<file path="src/rtl/breakout_pkg.sv">
// Shared breakout definitions: game_state encodings seen by the mover and the
// VGA picture block, plus brick and score sizing.
package breakout_pkg;

  typedef enum logic [1:0] {
    ST_IDLE = 2'b00,
    ST_PLAY = 2'b01,
    ST_LOSE = 2'b10,
    ST_WIN  = 2'b11
  } game_state_e;

  localparam int BRICK_COUNT = 50;
  localparam int BRICKS_W    = 6;
  localparam int SCORE_W     = 12;
  localparam logic [SCORE_W-1:0] SCORE_MAX = '1;

  typedef enum logic [2:0] {
    CTRL_IDLE,
    CTRL_SERVE,
    CTRL_PLAY,
    CTRL_OVER,
    CTRL_WIN
  } ctrl_state_e;

endpackage

</file>
<file path="src/rtl/key_debounce.sv">
// Active-low push-button conditioner: 2-FF synchroniser, stability counter and
// a single-cycle pulse on each accepted press (stable 1->0).
module key_debounce #(
  parameter int DEBOUNCE_CYCLES = 500000
) (
  input  logic clk_i,
  input  logic rst_ni,
  input  logic key_i,
  output logic press_o
);

  localparam int CNT_W = $clog2(DEBOUNCE_CYCLES + 1);
  localparam logic [CNT_W-1:0] CNT_LAST = CNT_W'(DEBOUNCE_CYCLES - 1);

  logic [1:0]       sync_q;
  logic             stable_q;
  logic [CNT_W-1:0] cnt_q;
  logic             press_q;

  always_ff @(posedge clk_i or negedge rst_ni) begin
    if (!rst_ni) begin
      sync_q   <= 2'b11;
      stable_q <= 1'b1;
      cnt_q    <= '0;
      press_q  <= 1'b0;
    end else begin
      sync_q  <= {sync_q[0], key_i};
      press_q <= 1'b0;
      if (sync_q[1] == stable_q) begin
        cnt_q <= '0;
      end else if (cnt_q == CNT_LAST) begin
        // Only a released->pressed change produces a pulse.
        stable_q <= sync_q[1];
        cnt_q    <= '0;
        press_q  <= stable_q;
      end else begin
        cnt_q <= cnt_q + CNT_W'(1);
      end
    end
  end

  assign press_o = press_q;

endmodule

</file>
<file path="src/rtl/breakout_game_ctrl.sv">
// Breakout game sequencer: serve/play/over/win flow, lives, score and brick
// accounting, driving the shared game_state and game_reset lines.
module breakout_game_ctrl
  import breakout_pkg::*;
#(
  parameter int DEBOUNCE_CYCLES  = 500000,
  parameter int SERVE_DELAY      = 12500000,
  parameter int LIVES_INIT       = 3,
  parameter int POINTS_PER_BRICK = 10
) (
  input  logic                   vga_clk,
  input  logic                   sys_rst_n,
  input  logic                   start_key,
  input  logic                   lose_sig,
  input  logic [BRICK_COUNT-1:0] brick_collision,
  output logic [1:0]             game_state,
  output logic                   game_reset,
  output logic [1:0]             lives,
  output logic [SCORE_W-1:0]     score,
  output logic [BRICKS_W-1:0]    bricks_cleared
);

  localparam int SERVE_W = $clog2(SERVE_DELAY + 1);
  localparam logic [SERVE_W-1:0] SERVE_LAST = SERVE_W'(SERVE_DELAY - 1);
  localparam int SUM_W = SCORE_W + 8;

  function automatic logic [BRICKS_W-1:0] popcount(input logic [BRICK_COUNT-1:0] v);
    logic [BRICKS_W-1:0] c;
    c = '0;
    for (int i = 0; i < BRICK_COUNT; i++) begin
      c = c + BRICKS_W'(v[i]);
    end
    return c;
  endfunction

  logic start_pulse;

  key_debounce #(
    .DEBOUNCE_CYCLES(DEBOUNCE_CYCLES)
  ) u_start_key (
    .clk_i  (vga_clk),
    .rst_ni (sys_rst_n),
    .key_i  (start_key),
    .press_o(start_pulse)
  );

  ctrl_state_e            state_q;
  game_state_e            game_state_q;
  logic                   game_reset_q;
  logic [1:0]             lives_q;
  logic [SCORE_W-1:0]     score_q;
  logic [BRICKS_W-1:0]    bricks_q;
  logic [SERVE_W-1:0]     serve_cnt_q;
  logic [BRICK_COUNT-1:0] collision_q;

  logic [BRICKS_W-1:0] hit_count;
  logic [BRICKS_W:0]   bricks_sum;
  logic [SUM_W-1:0]    score_sum;
  logic [BRICKS_W-1:0] bricks_d;
  logic [SCORE_W-1:0]  score_d;
  logic                win_now;

  // A hit counts once, on the cycle its collision bit rises.
  always_comb begin
    hit_count  = popcount(brick_collision & ~collision_q);
    bricks_sum = {1'b0, bricks_q} + {1'b0, hit_count};
    score_sum  = SUM_W'(score_q) + SUM_W'(hit_count) * SUM_W'(POINTS_PER_BRICK);
    win_now    = bricks_sum >= (BRICKS_W + 1)'(BRICK_COUNT);
    bricks_d   = win_now ? BRICKS_W'(BRICK_COUNT) : bricks_sum[BRICKS_W-1:0];
    score_d    = (score_sum > SUM_W'(SCORE_MAX)) ? SCORE_MAX : score_sum[SCORE_W-1:0];
  end

  always_ff @(posedge vga_clk or negedge sys_rst_n) begin
    if (!sys_rst_n) begin
      collision_q <= '0;
    end else begin
      collision_q <= brick_collision;
    end
  end

  always_ff @(posedge vga_clk or negedge sys_rst_n) begin
    if (!sys_rst_n) begin
      state_q      <= CTRL_IDLE;
      game_state_q <= ST_IDLE;
      game_reset_q <= 1'b1;
      lives_q      <= 2'(LIVES_INIT);
      score_q      <= '0;
      bricks_q     <= '0;
      serve_cnt_q  <= '0;
    end else begin
      case (state_q)
        CTRL_IDLE: begin
          if (start_pulse) begin
            state_q      <= CTRL_SERVE;
            game_state_q <= ST_PLAY;
            lives_q      <= 2'(LIVES_INIT);
            score_q      <= '0;
            bricks_q     <= '0;
            serve_cnt_q  <= '0;
          end
        end
        CTRL_SERVE: begin
          if (serve_cnt_q == SERVE_LAST) begin
            state_q      <= CTRL_PLAY;
            game_reset_q <= 1'b0;
          end else begin
            serve_cnt_q <= serve_cnt_q + SERVE_W'(1);
          end
        end
        CTRL_PLAY: begin
          score_q  <= score_d;
          bricks_q <= bricks_d;
          // Clearing the last brick beats a simultaneous loss.
          if (win_now) begin
            state_q      <= CTRL_WIN;
            game_state_q <= ST_WIN;
            game_reset_q <= 1'b1;
          end else if (lose_sig) begin
            game_reset_q <= 1'b1;
            if (lives_q <= 2'd1) begin
              state_q      <= CTRL_OVER;
              game_state_q <= ST_LOSE;
              lives_q      <= 2'd0;
            end else begin
              state_q     <= CTRL_SERVE;
              lives_q     <= lives_q - 2'd1;
              serve_cnt_q <= '0;
            end
          end
        end
        CTRL_OVER, CTRL_WIN: begin
          if (start_pulse) begin
            state_q      <= CTRL_IDLE;
            game_state_q <= ST_IDLE;
          end
        end
        default: begin
          state_q      <= CTRL_IDLE;
          game_state_q <= ST_IDLE;
          game_reset_q <= 1'b1;
        end
      endcase
    end
  end

  assign game_state     = game_state_q;
  assign game_reset     = game_reset_q;
  assign lives          = lives_q;
  assign score          = score_q;
  assign bricks_cleared = bricks_q;

endmodule

</file>
<file path="config.mk">
export PLATFORM = sky130hd
export DESIGN_NAME = breakout_game_ctrl
export DESIGN_NICKNAME = d
export VERILOG_FILES = /design/src/rtl/breakout_pkg.sv /design/src/rtl/key_debounce.sv /design/src/rtl/breakout_game_ctrl.sv
export SDC_FILE = /design/constraint.sdc
export NUM_CORES = 1
export LEC_CHECK = 0
export ABC_AREA = 0
export CAP_MARGIN = 20
export CELL_PAD_IN_SITES_DETAIL_PLACEMENT = 1
export CELL_PAD_IN_SITES_GLOBAL_PLACEMENT = 1
export CORE_ASPECT_RATIO = 1.1
export CORE_MARGIN = 2
export CORE_UTILIZATION = 45
export DETAILED_ROUTE_END_ITERATION = 10
export PLACE_DENSITY = 0.79
export SETUP_SLACK_MARGIN = 0.4
export SLEW_MARGIN = 20
export SYNTH_ARGS = -nofsm -noshare
export SYNTH_HDL_FRONTEND = slang
export SYNTH_SLANG_ARGS = --single-unit
</file>
<file path="constraint.sdc">
create_clock -name vga_clk -period 9.4 [get_ports vga_clk]
set_input_delay 0.94 -clock vga_clk [delete_from_list [all_inputs] [get_ports vga_clk]]
set_output_delay 0.94 -clock vga_clk [all_outputs]
set_load 0.05 [all_outputs]
</file>
======== Word level (Yosys, flattened, before mapping) ========
Cells that the tools add are included.
word-level totals
  flip-flop bits (word level) ............. 123
  latch bits .............................. 0
  RAM bits ................................ 0
  memory bits (read-only) ................. 0
  input bits .............................. 54
  output and inout port bits .............. 23
  logic and storage cells ................. 141
  memories ................................ 0
operators by class
  $add $sub $neg .......................... 54
  $mul .................................... 1
  divide/modulo/power cells ............... 0
  magnitude comparators ................... 3
  eq/ne operators ......................... 16
  shift-type cells ........................ 0
  multiplexer cells ....................... 38
  bitwise gates (word level) .............. 5
  reductions and logical operators ........ 12
operators by type and width
  operator                                                         number
  adder 6 x 1 -> 6 bit                                             44
  2-to-1 mux 24 bit                                                5
  one-hot mux 24 bit (3 select lines)                              1
  AND 50 bit                                                       1
  inverter 50 bit                                                  1
  2-to-1 mux 19 bit                                                2
  adder 24 x 1 -> 24 bit, second input constant                    1
  equality test 24 bit, second input constant                      1
  2-to-1 mux 12 bit                                                2
  one-hot mux 12 bit (2 select lines)                              1
  2-to-1 mux 2 bit                                                 10
  adder 19 x 1 -> 19 bit, second input constant                    1
  equality test 19 bit, second input constant                      1
  2-to-1 mux 3 bit                                                 5
  adder 12 x 10 -> 13 bit                                          1
  greater-than comparator 13 x 12 -> 1 bit, second input constant  1
  2-to-1 mux 6 bit                                                 2
  one-hot mux 3 bit (4 select lines)                               1
  one-hot mux 6 bit (2 select lines)                               1
  != test 2 bit, second input constant                             5
  multiplier 6 x 3 -> 9 bit, second input constant                 1
  one-hot mux 2 bit (4 select lines)                               1
  AND reduction 4 bit                                              2
  adder 6 x 6 -> 7 bit                                             1
  27 further kinds                                                 37

======== Depth between registers and ports, before layout ========
  depth after elaboration ................. 56
  depth in mapped cells ................... 32
  gate-level depth less buffers ........... 32

======== Cells and area by module ========
Synthesis repeated with hierarchy kept, for this count alone.
unflattened totals
  cell total of the unflattened synthesis .. 723
  area total of the unflattened synthesis .. 7,483.4 um^2
by module, submodules not included
  module              times used  cells an instance  area each (um^2)  sequential area each (um^2)
  breakout_game_ctrl  1           615                6,347.3           2,506.2
  key_debounce        1           108                1,136.1           579.3

======== Worst setup path before layout ========
OpenSTA, ideal clock, no wires.
  path type ............................... input port to flip-flop
  start ................................... in brick_collision[23]
  end ..................................... reg score_q[2] (netlist: score[2])
  library setup time ...................... 0.124 ns
  arrival ................................. 8.315 ns
  data required time ...................... 9.276 ns
  path slack .............................. 0.961 ns
  stages on the path ...................... 29
  buffers on the path ..................... 1
  path through ............................ nor2b_1 > fa_1 > inv_1 > fa_1 > inv_1 > fa_1 > inv_1 > fa_1 > fa_1 > fa_1 > fa_1 > inv_1 > ha_1 > fa_1 > a21o_1 > a21oi_1 > xnor2_1 > ha_1 > ha_1 > a21o_1 > a21oi_1 > xnor2_1 > ha_1 > a21o_1 > a31oi_1 > o21a_1 > o31ai_1 > clkbuf_1 > a211o_1
on the way
  cells in the longest elaborated chain, start to end .. 33
RTL lines
  element                                   line                       source
  from (decl)                               breakout_game_ctrl.sv:15   input logic [BRICK_COUNT-1:0] brick_collision,
  AND 50 bit *                              breakout_game_ctrl.sv:65   hit_count = popcount(brick_collision & ~collision_q);
  adder 6 x 1 -> 6 bit * (27 in a row)      breakout_game_ctrl.sv:31   c = c + BRICKS_W'(v[i]);
  multiplier 6 x 3 -> 9 bit *               breakout_game_ctrl.sv:67   score_sum = SUM_W'(score_q) + SUM_W'(hit_count) * SUM_W'(POINTS_PER_BRICK);
  adder 12 x 10 -> 13 bit *                 breakout_game_ctrl.sv:67
  greater-than comparator 13 x 12 -> 1 bit  breakout_game_ctrl.sv:70   score_d = (score_sum > SUM_W'(SCORE_MAX)) ? SCORE_MAX : score_sum[SCORE_W-1:0];
  2-to-1 mux 12 bit *                       breakout_game_ctrl.sv:70
  one-hot mux 12 bit (2 select lines) *     breakout_game_ctrl.sv:91   case (state_q)
  to (signal assigned)                      breakout_game_ctrl.sv:111  score_q <= score_d;
  to (decl)                                 breakout_game_ctrl.sv:51   logic [SCORE_W-1:0] score_q;
Every way passes the cells marked *; elsewhere a longest branch is shown, timed or not.
A chain may end at the register's enable or synchronous reset.

======== Worst setup path after layout ========
  start ................................... in brick_collision[23]
  end ..................................... reg score_q[3] (netlist: score[3])
The elaborated chain is that of the path after synthesis.

==> flow_metrics.env <==
export IMPL_multi_input_area_um2=3910
export IMPL_synth_async_reset_ratio_pct=100
export IMPL_regArea_um2=3090
export IMPL_core_area_um2=15800
export IMPL_clkSinkCount=123
export IMPL_outcome="complete, no violations"
export IMPL_grt_pass1_vias=6149
export IMPL_instances_no_fill=980
export IMPL_worst_pin_slew_ps=964
export IMPL_drt_iter0_markers=231
export IMPL_grt_overflow=0
export IMPL_drtPass1Iterations=4
export IMPL_fillers=1719
export IMPL_clkLatencyLatePin_ps=430
export IMPL_drv_cap=0
export IMPL_place_gp_congestion=0.839
export IMPL_wl_per_cell_um=18.2
export IMPL_hold_path_class="reg2reg"
export IMPL_fin_skew_ps=9.05
export IMPL_slowest_stage="fa_1"
export IMPL_drive_above_1_share_pct=9.62
export IMPL_fin_ws_ps=688
export IMPL_maxSlewViolCount=0
export IMPL_worstSetupEndpointType="register"
export IMPL_cts_hold_buf=0
export IMPL_drt_drc_violations_left=0
export IMPL_path_buf_inv=6
export IMPL_cts_tree="done"
export IMPL_dieArea_um2=17200
export IMPL_worstPathArrival_ps=9020
export IMPL_yosysWarnings=0
export IMPL_cpMostUsedCell="fa_1"
export IMPL_crit_start="brick_collision[23]"
export IMPL_ios=77
export IMPL_htreeDepth=4
export IMPL_synth_nets=817
export IMPL_min_delay_start="u_start_key.sync_q[0]"
export IMPL_startpoint_type="primary input"
export IMPL_grt_setup_unrepaired="false"
export IMPL_cts_root_buf="clkbuf_16"
export IMPL_syn_area_per_cell_um2=10.7
export IMPL_via_per_inst=5.53
export IMPL_grt_start_max_net_pins=75
export IMPL_cts_inserted_buffers=17
export IMPL_placed_cells=947
export IMPL_synthCells=683
export IMPL_pre_cts_ws_ps=-65.7
export IMPL_fin_crit_ps=8710
export IMPL_grt_pass1_wl_um=30400
export IMPL_grtUsageTotal_pct=22.3
export IMPL_ys_ff_latch=123
export IMPL_final_nets=901
export IMPL_reg2reg_to="score[3]"
export IMPL_reg2reg_depth=26
export IMPL_area_delta_synth_final_pct=21.1
export IMPL_synth_edf_count=0
export IMPL_final_area_um2=8820
export IMPL_max_freq_ghz=0.115
export IMPL_cp_top_family="adder cells"
export IMPL_hold_viol=0
export IMPL_drtAntennaViolNets=0
export IMPL_clockBufferDepth=2
export IMPL_setup_violations=0
export IMPL_vias=5417
export IMPL_synthFlopType="dfrtp_1"
export IMPL_placement_cell_area_um2=8230
export IMPL_grt_antenna_before_repair=0
export IMPL_fp_dieH_um=137
export IMPL_path_class="in2reg"
export IMPL_dp_hpwl_um=13000
export IMPL_syn_area_um2=7280
export IMPL_diodes=0
export IMPL_initial_utilization_pct=46.1
export IMPL_critical_path_required_ps=9700
export IMPL_holdPathStages=0
export IMPL_std_cell_rows=48
export IMPL_whs_endpoint="u_start_key.sync_q[1]"
export IMPL_synth_distinct_cells=70
export IMPL_crit_fanout=7
export IMPL_r2r_start="collision_q[0]"
export IMPL_slew_headroom_pct=35.7
export IMPL_clk_transition_reported_paths_ps=50
export IMPL_routed_wl_um=17800
export IMPL_max_stage_delay_ps=570
export IMPL_fin_crit_sh_pct=92.7
export IMPL_portBuffers=76
export IMPL_die_w_um=125
export IMPL_seq_area_frac_synth_pct=42.4
export IMPL_ff2ff_setup_slack_ps=1380
## Yosys cell counts, types with 5 or more instances
cell type    n  area share [%]
a21oi_1     33             2.3
xor2_1      14             1.7
o21ai_0     20             1.4
a221o_1      5            0.69
xnor2_1     20             2.4
dfstp_2      6             2.2
a31oi_1     12             1.0
dfrtp_1    117              40
and3_1       5            0.43
nor2_1      45             2.3
fa_1        44              12
nor3_1       9            0.62
o21a_1       7            0.72
inv_1       62             3.2
nand2b_1    42             3.6
nand3_1     24             1.6
clkbuf_1     9            0.46
nand2_1     38             2.0
nand4_1     12             1.0
ha_1        36             6.2
nor2b_1     18             1.5
o22a_2       5            0.69
a21o_1      14             1.4
## cells in the final DEF (no fill, tap or decap), types with 14 or more instances in the layout
master           Yosys  final
dfrtp_1            117    117
clkdlybuf4s50_1      0     75
inv_1               62     62
nor2_1              45     45
nand2b_1            42     42
fa_1                44     42
nand2_1             38     38
ha_1                36     35
a21oi_1             33     31
nand3_1             24     24
o21ai_0             20     20
xnor2_1             20     19
nor2b_1             18     17
clkbuf_16            0     17
a21o_1              14     14
xor2_1              14     14
## cell families after synthesis
kind of cell             share of synthesized area [%]
buffers and inverters                             4.52
AND/OR/NAND/NOR                                   16.2
flip-flops                                        42.4
XOR/XNOR                                          4.09
multiplexers                                     0.722
adder cells (fa/ha/maj)                           18.3
AO/OA/AOI/OAI                                     13.8
## repair_timing
action	4_1_cts	5_1_grt
gates resized for setup	1	9
setup buffers	0	1
pin swaps	0	5
endpoints found under the setup margin	8	11
## final cells by class
| type | count | area share [%] |
|---|---|---|
| Multi-Input combinational cell | 481 | 44.3 |
| Sequential cell | 123 | 35.0 |
| Timing Repair Buffer | 82 | 9.11 |
| Clock buffer | 24 | 5.24 |
| Tap cell | 200 | 2.84 |
| Inverter | 62 | 2.64 |
| Clock inverter | 8 | 0.837 |
## state kept, by name, indices dropped and copies added, names as in the netlist
name / flops
collision_q: 50
serve_cnt_q: 24
u_start_key.cnt_q: 19
score: 12
bricks_cleared: 6
state_q: 3
game_state: 2
lives: 2
u_start_key.sync_q: 2
game_reset: 1
u_start_key.press_o: 1
u_start_key.stable_q: 1
## through the flow
stage / setup TNS [ps] / hold WS, ps / utilization [%]
2_1_floorplan: 0 / 345 / -
3_3_place_gp: 0 / 346 / 52.1
3_5_place_dp: -231 / 348 / 52.1
4_1_cts: 0 / 356 / 55.5
5_1_grt: 0 / 359 / 55.8
6_report: 0 / 358 / 55.8
## metal layers
| metal | global-route usage, % | share of wire, % | vias up |
|---|---|---|---|
| met3 | 5.36 | 3.8 | 18 |
| met4 | 6.79 | 1.6 | 0 |
| met5 | 0 | 0 | - |
| met1 | 26.5 | 42 | 2768 |
| li1 | - | - | 2527 |
| met2 | 40.3 | 53 | 104 |
## how the worst max path moves through the flow
stage	slack (ps)	to	depth (start not counted)
3_5_place_dp	-70	score[6]	31
3_3_place_gp	170	score[6]	31
6_report	690	score[3]	30
2_1_floorplan	960	score[2]	29
5_1_grt	350	score[11]	31
4_1_cts	470	score[2]	30
Power is not shown: default switching activity piles up to over one toggle a cycle in this logic, so the estimate is an artifact.
